===== src/rtl/mips_multicycle_core_if.sv =====
// mips_multicycle_core_if
// Instruction and data memory bus of the multi-cycle core.
//   imem_*: fetch request/ack handshake, address = PC, returns instruction word.
//   dmem_*: load/store request/ack handshake with write enable, address, store/load data.
// Modports: master (core side), slave (memory side).
interface mips_multicycle_core_if;
    logic        imem_req;
    logic [31:0] imem_addr;
    logic        imem_ack;
    logic [31:0] imem_rdata;
    logic        dmem_req;
    logic        dmem_we;
    logic [31:0] dmem_addr;
    logic [31:0] dmem_wdata;
    logic        dmem_ack;
    logic [31:0] dmem_rdata;

    modport master (
        output imem_req, imem_addr, dmem_req, dmem_we, dmem_addr, dmem_wdata,
        input  imem_ack, imem_rdata, dmem_ack, dmem_rdata
    );

    modport slave (
        input  imem_req, imem_addr, dmem_req, dmem_we, dmem_addr, dmem_wdata,
        output imem_ack, imem_rdata, dmem_ack, dmem_rdata
    );
endinterface


===== src/rtl/mips_multicycle_core.sv =====
// mips_multicycle_core
// Multi-cycle MIPS-subset core (add/sub/and/or/slt, addi, lw, sw, beq, j). One FSM walks
// BOOT -> FETCH -> DECODE -> EXEC -> [MEM] -> [WB] and reuses a single ALU.
// Ports:
//   clk, rst  : clock, asynchronous active-high reset
//   bus       : mips_multicycle_core_if.master (imem/dmem req/ack handshakes)
//   retired   : count of completed instructions (wraps)
//   halted    : core stopped on an illegal instruction
// Build option: define MC_CORE_ILLEGAL_TRAP_EN to halt on illegal instructions; otherwise
// they execute as NOPs and halted is tied low.
module mips_multicycle_core #(
    parameter logic [31:0] RESET_PC   = 32'h0000_0000,
    parameter int unsigned NREGS_LOG2 = 5
) (
    input  logic                          clk,
    input  logic                          rst,
    mips_multicycle_core_if.master        bus,
    output logic [31:0]                   retired,
    output logic                          halted
);
    localparam int unsigned NRegs = 1 << NREGS_LOG2;

    localparam logic [5:0] OpRtype = 6'b000000;
    localparam logic [5:0] OpAddi  = 6'b001000;
    localparam logic [5:0] OpLw    = 6'b100011;
    localparam logic [5:0] OpSw    = 6'b101011;
    localparam logic [5:0] OpBeq   = 6'b000100;
    localparam logic [5:0] OpJ     = 6'b000010;
    localparam logic [5:0] FnAdd   = 6'b100000;
    localparam logic [5:0] FnSub   = 6'b100010;
    localparam logic [5:0] FnAnd   = 6'b100100;
    localparam logic [5:0] FnOr    = 6'b100101;
    localparam logic [5:0] FnSlt   = 6'b101010;

    if (NREGS_LOG2 != 5) begin : g_nregs_check
        $error("NREGS_LOG2 must be 5 for the MIPS encoding");
    end

    typedef enum logic [2:0] {StBoot, StFetch, StDecode, StExec, StMem, StWb, StHalt} state_e;

    state_e      state_q, state_d;
    logic [31:0] pc_q, pc_d, ir_q, ir_d, a_q, a_d, b_q, b_d, imm_q, imm_d;
    logic [31:0] aluout_q, aluout_d, mdr_q, mdr_d, retired_q;
    logic [31:0] rf_q [NRegs];

    logic        retire, rf_we, imem_req, dmem_req;
    logic [4:0]  rf_waddr;
    logic [31:0] rf_wdata, rtype_result;

    logic [5:0]  op, funct;
    logic [4:0]  rs, rt, rd;
    logic        rtype_ok, illegal;
    logic        unused_shamt;

    assign op    = ir_q[31:26];
    assign rs    = ir_q[25:21];
    assign rt    = ir_q[20:16];
    assign rd    = ir_q[15:11];
    assign funct = ir_q[5:0];
    assign unused_shamt = ^ir_q[10:6];

    assign rtype_ok = (funct == FnAdd) || (funct == FnSub) || (funct == FnAnd) ||
                      (funct == FnOr)  || (funct == FnSlt);
    assign illegal  = (op == OpRtype) ? !rtype_ok :
                      !((op == OpAddi) || (op == OpLw) || (op == OpSw) ||
                        (op == OpBeq)  || (op == OpJ));

    always_comb begin
        case (funct)
            FnAdd:   rtype_result = a_q + b_q;
            FnSub:   rtype_result = a_q - b_q;
            FnAnd:   rtype_result = a_q & b_q;
            FnOr:    rtype_result = a_q | b_q;
            FnSlt:   rtype_result = {31'b0, $signed(a_q) < $signed(b_q)};
            default: rtype_result = '0;
        endcase
    end

    always_comb begin
        state_d  = state_q;
        pc_d     = pc_q;
        ir_d     = ir_q;
        a_d      = a_q;
        b_d      = b_q;
        imm_d    = imm_q;
        aluout_d = aluout_q;
        mdr_d    = mdr_q;
        retire   = 1'b0;
        rf_we    = 1'b0;
        rf_waddr = '0;
        rf_wdata = '0;
        imem_req = 1'b0;
        dmem_req = 1'b0;
        case (state_q)
            StBoot: state_d = StFetch;
            StFetch: begin
                imem_req = 1'b1;
                if (bus.imem_ack) begin
                    ir_d    = bus.imem_rdata;
                    pc_d    = pc_q + 32'd4;
                    state_d = StDecode;
                end
            end
            StDecode: begin
                a_d   = rf_q[rs];
                b_d   = rf_q[rt];
                imm_d = {{16{ir_q[15]}}, ir_q[15:0]};
`ifdef MC_CORE_ILLEGAL_TRAP_EN
                state_d = illegal ? StHalt : StExec;
`else
                state_d = StExec;
`endif
            end
            StExec: begin
                if (illegal) begin
                    // Only reachable with the trap disabled: retire as a NOP.
                    retire  = 1'b1;
                    state_d = StFetch;
                end else begin
                    case (op)
                        OpRtype: begin
                            aluout_d = rtype_result;
                            state_d  = StWb;
                        end
                        OpAddi: begin
                            aluout_d = a_q + imm_q;
                            state_d  = StWb;
                        end
                        OpLw, OpSw: begin
                            aluout_d = a_q + imm_q;
                            state_d  = StMem;
                        end
                        OpBeq: begin
                            // pc_q already holds PC+4 here.
                            if (a_q == b_q) pc_d = pc_q + (imm_q << 2);
                            retire  = 1'b1;
                            state_d = StFetch;
                        end
                        OpJ: begin
                            pc_d    = {pc_q[31:28], ir_q[25:0], 2'b00};
                            retire  = 1'b1;
                            state_d = StFetch;
                        end
                        default: state_d = StFetch;
                    endcase
                end
            end
            StMem: begin
                dmem_req = 1'b1;
                if (bus.dmem_ack) begin
                    if (op == OpSw) begin
                        retire  = 1'b1;
                        state_d = StFetch;
                    end else begin
                        mdr_d   = bus.dmem_rdata;
                        state_d = StWb;
                    end
                end
            end
            StWb: begin
                rf_we    = 1'b1;
                rf_waddr = (op == OpRtype) ? rd : rt;
                rf_wdata = (op == OpLw) ? mdr_q : aluout_q;
                retire   = 1'b1;
                state_d  = StFetch;
            end
            default: state_d = state_q;  // StHalt is sticky until reset
        endcase
    end

    always_ff @(posedge clk or posedge rst) begin
        if (rst) begin
            state_q   <= StBoot;
            pc_q      <= RESET_PC;
            ir_q      <= '0;
            a_q       <= '0;
            b_q       <= '0;
            imm_q     <= '0;
            aluout_q  <= '0;
            mdr_q     <= '0;
            retired_q <= '0;
            for (int i = 0; i < NRegs; i++) rf_q[i] <= '0;
        end else begin
            state_q  <= state_d;
            pc_q     <= pc_d;
            ir_q     <= ir_d;
            a_q      <= a_d;
            b_q      <= b_d;
            imm_q    <= imm_d;
            aluout_q <= aluout_d;
            mdr_q    <= mdr_d;
            if (retire) retired_q <= retired_q + 32'd1;
            // Register 0 is never written, so it always reads zero.
            if (rf_we && (rf_waddr != 5'd0)) rf_q[rf_waddr] <= rf_wdata;
        end
    end

    assign bus.imem_req   = imem_req;
    assign bus.imem_addr  = pc_q;
    assign bus.dmem_req   = dmem_req;
    assign bus.dmem_we    = (state_q == StMem) && (op == OpSw);
    assign bus.dmem_addr  = aluout_q;
    assign bus.dmem_wdata = b_q;
    assign retired        = retired_q;

`ifdef MC_CORE_ILLEGAL_TRAP_EN
    assign halted = (state_q == StHalt);
`else
    assign halted = 1'b0;
`endif
endmodule

===== src/flat_wrapper.sv =====
// flat-port wrapper written by rule: the top's interface ports become plain ports
module mips_multicycle_core_flat 
#(
    parameter logic [31:0] RESET_PC   = 32'h0000_0000,
    parameter int unsigned NREGS_LOG2 = 5
)
  (clk, rst, retired, halted, bus_imem_req, bus_imem_addr, bus_dmem_req, bus_dmem_we, bus_dmem_addr, bus_dmem_wdata, bus_imem_ack, bus_imem_rdata, bus_dmem_ack, bus_dmem_rdata);
  mips_multicycle_core_if bus_i ();
  input  logic clk;
  input  logic rst;
  output logic [31:0] retired;
  output logic halted;
  output wire logic [$bits(bus_i.imem_req)-1:0] bus_imem_req;
  output wire logic [$bits(bus_i.imem_addr)-1:0] bus_imem_addr;
  output wire logic [$bits(bus_i.dmem_req)-1:0] bus_dmem_req;
  output wire logic [$bits(bus_i.dmem_we)-1:0] bus_dmem_we;
  output wire logic [$bits(bus_i.dmem_addr)-1:0] bus_dmem_addr;
  output wire logic [$bits(bus_i.dmem_wdata)-1:0] bus_dmem_wdata;
  input wire logic [$bits(bus_i.imem_ack)-1:0] bus_imem_ack;
  input wire logic [$bits(bus_i.imem_rdata)-1:0] bus_imem_rdata;
  input wire logic [$bits(bus_i.dmem_ack)-1:0] bus_dmem_ack;
  input wire logic [$bits(bus_i.dmem_rdata)-1:0] bus_dmem_rdata;
  assign bus_imem_req = bus_i.imem_req;
  assign bus_imem_addr = bus_i.imem_addr;
  assign bus_dmem_req = bus_i.dmem_req;
  assign bus_dmem_we = bus_i.dmem_we;
  assign bus_dmem_addr = bus_i.dmem_addr;
  assign bus_dmem_wdata = bus_i.dmem_wdata;
  assign bus_i.imem_ack = bus_imem_ack;
  assign bus_i.imem_rdata = bus_imem_rdata;
  assign bus_i.dmem_ack = bus_dmem_ack;
  assign bus_i.dmem_rdata = bus_dmem_rdata;
  mips_multicycle_core #(.RESET_PC(RESET_PC), .NREGS_LOG2(NREGS_LOG2)) u_core (.clk(clk), .rst(rst), .bus(bus_i), .retired(retired), .halted(halted));
endmodule

===== config.mk =====
export PLATFORM = sky130hd
export DESIGN_NAME = mips_multicycle_core_flat
export DESIGN_NICKNAME = d
export VERILOG_FILES = /design/src/rtl/mips_multicycle_core_if.sv /design/src/rtl/mips_multicycle_core.sv /design/src/flat_wrapper.sv
export SDC_FILE = /design/constraint.sdc
export NUM_CORES = 2
export LEC_CHECK = 0
export ABC_AREA = 1
export ABC_CLOCK_PERIOD_IN_PS = 40800
export CORE_AREA = 2 2 439 441
export DETAILED_ROUTE_END_ITERATION = 7
export DIE_AREA = 0 0 441 443
export PLACE_DENSITY = 0.57
export SETUP_SLACK_MARGIN = 0.4
export SYNTH_ARGS = -nofsm -noshare
export SYNTH_HDL_FRONTEND = slang
export SYNTH_SLANG_ARGS = --single-unit

===== constraint.sdc =====
create_clock -name clk -period 40.8 [get_ports clk]
set_input_delay 8.16 -clock clk [delete_from_list [all_inputs] [get_ports clk]]
set_output_delay 8.16 -clock clk [all_outputs]
set_load 0.01 [all_outputs]

==> impl_metrics.ini <==
[status]
status = completed

[cells_and_area]
layout-drive-gt1-share_pct = 5.70
layout_commonest_cell = nand2_1
nets = 10404
area_delta_synth_final_pct = 10.8
mostFrequentLayoutCells = nand2_1 (1847), o21ai_0 (1812), nor2_1 (1416), dfrtp_1 (1256), a21oi_1 (785)

[floorplanning]
die_y_um = 443
die_area_mm2 = 0.195
fp.dieW_um = 441
core_area_mm2 = 0.191
rows = 161
initial_utilization_pct = 39.8
pin_count = 200

[sta]
relSlewSlack_pct = 17.5
fin_crit_ps = 11970
clock.fmax_mhz = 83.6
setup_viol_count_final = 0
rsz0062_at_grt = no
finalHoldViolations = 0
hold_slack_ps = 393
worst_slack_ps = 28830
slew_viol_final = 0
clock_skew_ps = 38.8
worst_pin_slew_ps = 1230
finalSetupTns_ps = 0
fin_crit_sh_pct = 29.3

[routing]
via_count = 77413
drc = 0
ant_nets = 0
vias_per_cell = 6.04
drt_wl_total_um = 334000
drtIter0Drc = 10366
first_pass_iters = 7
wl_per_cell_um = 26.1

[clock_tree]
cts_tree = yes
clk_pin_slew_worst_paths_ps = 60
cts_buffers = 150
cts_resized = 0
post_cts_buffers = 0
clk_latency_ps = 830
hold_buffers = 0
h-tree-depth = 4
clock_path_buffers = 3
clkSinkCount = 1265
root_buffer = clkbuf_16

[yosys]
yosysSeqAreaShare_pct = 41.7
ys_async_sr_fraction_pct = 100
synth_area_per_cell_um2 = 7.24
synth.distinct_cells = 59
ys_ff_latch = 1265
synth_top_area_cell = dfrtp_1
synth_edf_count = 0
yosys_warnings = 0
postSynthCellCount = 10495
synth_ff_type = dfrtp_1
netlist.area_leader.share_pct = 41.7
yosys-top-cells-area = dfrtp_1 (42%), o21ai_0 (12%), nand2_1 (9.1%)
synth_area_mm2 = 0.0760

[global_route]
grt_remaining_overflow = 0
grt_max_degree = 168
antenna_found_initial = 30
grt_pass1_vias = 72509
grt_usage_pct = 33.3
grt_pass1_wl_um = 488000

[critical_path]
worst_r2r_path_depth = 11
cp.required_ps = 41700
end_kind = asynchronous set/reset pin
reg2reg_from = u_core.ir_q[21]$_DFFE_PP0P_
crit_type = in2async
critPathLaunch = rst
worstSetupStartpointType = primary input
crit_path_max_fanout = 66
cp.arrival_ps = 12870

[placed_design]
dp_hpwl_um = 204000
place_congestion = 0.961
port_buffers = 196
pre_cts_ws_ps = 27850

[run]
cap_violations = 0

[min_path]
min_from = u_core.rf_q[1019]$_DFFE_PP0P_
min_path_type = reg2reg
min_path_cells = 0

[power_and_ir_drop]
power_density_mw_per_mm2 = 76.4
p_total_uw = 6430
peakVddDrop_v = 0.0000448
p_leak_uw = 0.0366
[area by class of cell]
| cell class | count | area, um^2 |
|---|---|---|
| Tap cell | 2526 | 3160 |
| Antenna cell | 5 | 12.5 |
| Fill cell | 19324 | 107000 |
| Timing Repair Buffer | 347 | 3220 |
| Clock inverter | 53 | 731 |
| Clock buffer | 217 | 4390 |
| Multi-Input combinational cell | 7741 | 38500 |
| Sequential cell | 1265 | 31700 |
| Inverter | 654 | 2510 |
[sequential cells by signal, summed over array words and instances, names as in the netlist]
register,cells
u_core.rf_q,1024
u_core.a_q,32
u_core.bus.dmem_addr,32
u_core.bus.dmem_wdata,32
u_core.ir_q,32
u_core.mdr_q,32
u_core.retired,32
u_core.bus.imem_addr,30
u_core.imm_q,16
u_core.state_q,3
[synth_stat cells (all sizes together), types with 12 or more instances]
library cell,number
nor2,1450
a21boi,17
or2,39
buf,225
o21bai,12
clkbuf,612
nand4,58
nand3,258
nor4,14
nand3b,22
mux2,39
a31oi,15
o22ai,316
xor2,30
o211ai,61
ha,173
nand2,1870
a21oi,785
o221ai,68
o31ai,58
o21ai,2270
xnor2,28
inv,652
a221oi,14
dfrtp,1265
nor3,89
[cell families after synthesis]
logic type / count (synthesis) / synth area share [%]
compound gates: 3651 / 25.7
xor+xnor: 58 / 0.668
fa+ha+maj: 177 / 2.95
buf+inv: 1491 / 7.86
flops: 1265 / 41.7
mux: 39 / 0.578
other cells: 1 / 0.00493
simple gates: 3813 / 20.6
[layer usage]
| metal | up-vias | share of wire, % | track usage (%) |
|---|---|---|---|
| li1 | 34737 | - | - |
| met1 | 37492 | 41 | 45.1 |
| met2 | 4313 | 44 | 50.5 |
| met3 | 853 | 10 | 6.80 |
| met4 | 18 | 5.3 | 16.3 |
| met5 | - | 0.036 | 0 |
[critical path, cell delays in order]
cell             delay [ps]
clkdlybuf4s50_1         440
clkinvlp_4              340
buf_4                   740
buf_4                   810
buf_4                   720
buf_4                   730
buf_4                   620
[power by group]
part	total, uW	switching, uW	leakage [uW]	internal (uW)
Combinational	3400	2430	0.0169	973
Sequential	1610	198	0.0172	1410
Clock	1420	581	0.00252	843
[path summary, 6_finish.rpt]
check | end | slack, ps
worst max-delay path | u_core.rf_q[345]$_DFFE_PP0P_ | 28830
worst min-delay path | u_core.rf_q[1019]$_DFFE_PP0P_ | 390
worst max register to register | u_core.a_q[19]$_DFFE_PP0P_ | 35810
worst min register to register | u_core.rf_q[1019]$_DFFE_PP0P_ | 390
max in group clk | bus_dmem_we | 29800
min in group asynchronous | u_core.rf_q[257]$_DFFE_PP0P_ | 7720
[metrics by stage]
| stage | utilization, % | area (um^2) | std cells |
|---|---|---|---|
| 3_5_place_dp | 41.3 | 79000 | 12533 |
| 6_report | 44.0 | 84200 | 12808 |
| 2_1_floorplan | - | 76000 | 10497 |
| 3_3_place_gp | 41.3 | 79000 | 12533 |
| 5_1_grt | 44.0 | 84200 | 12804 |
| 4_1_cts | 44.0 | 84200 | 12803 |
(Power assumes the default switching activity.)
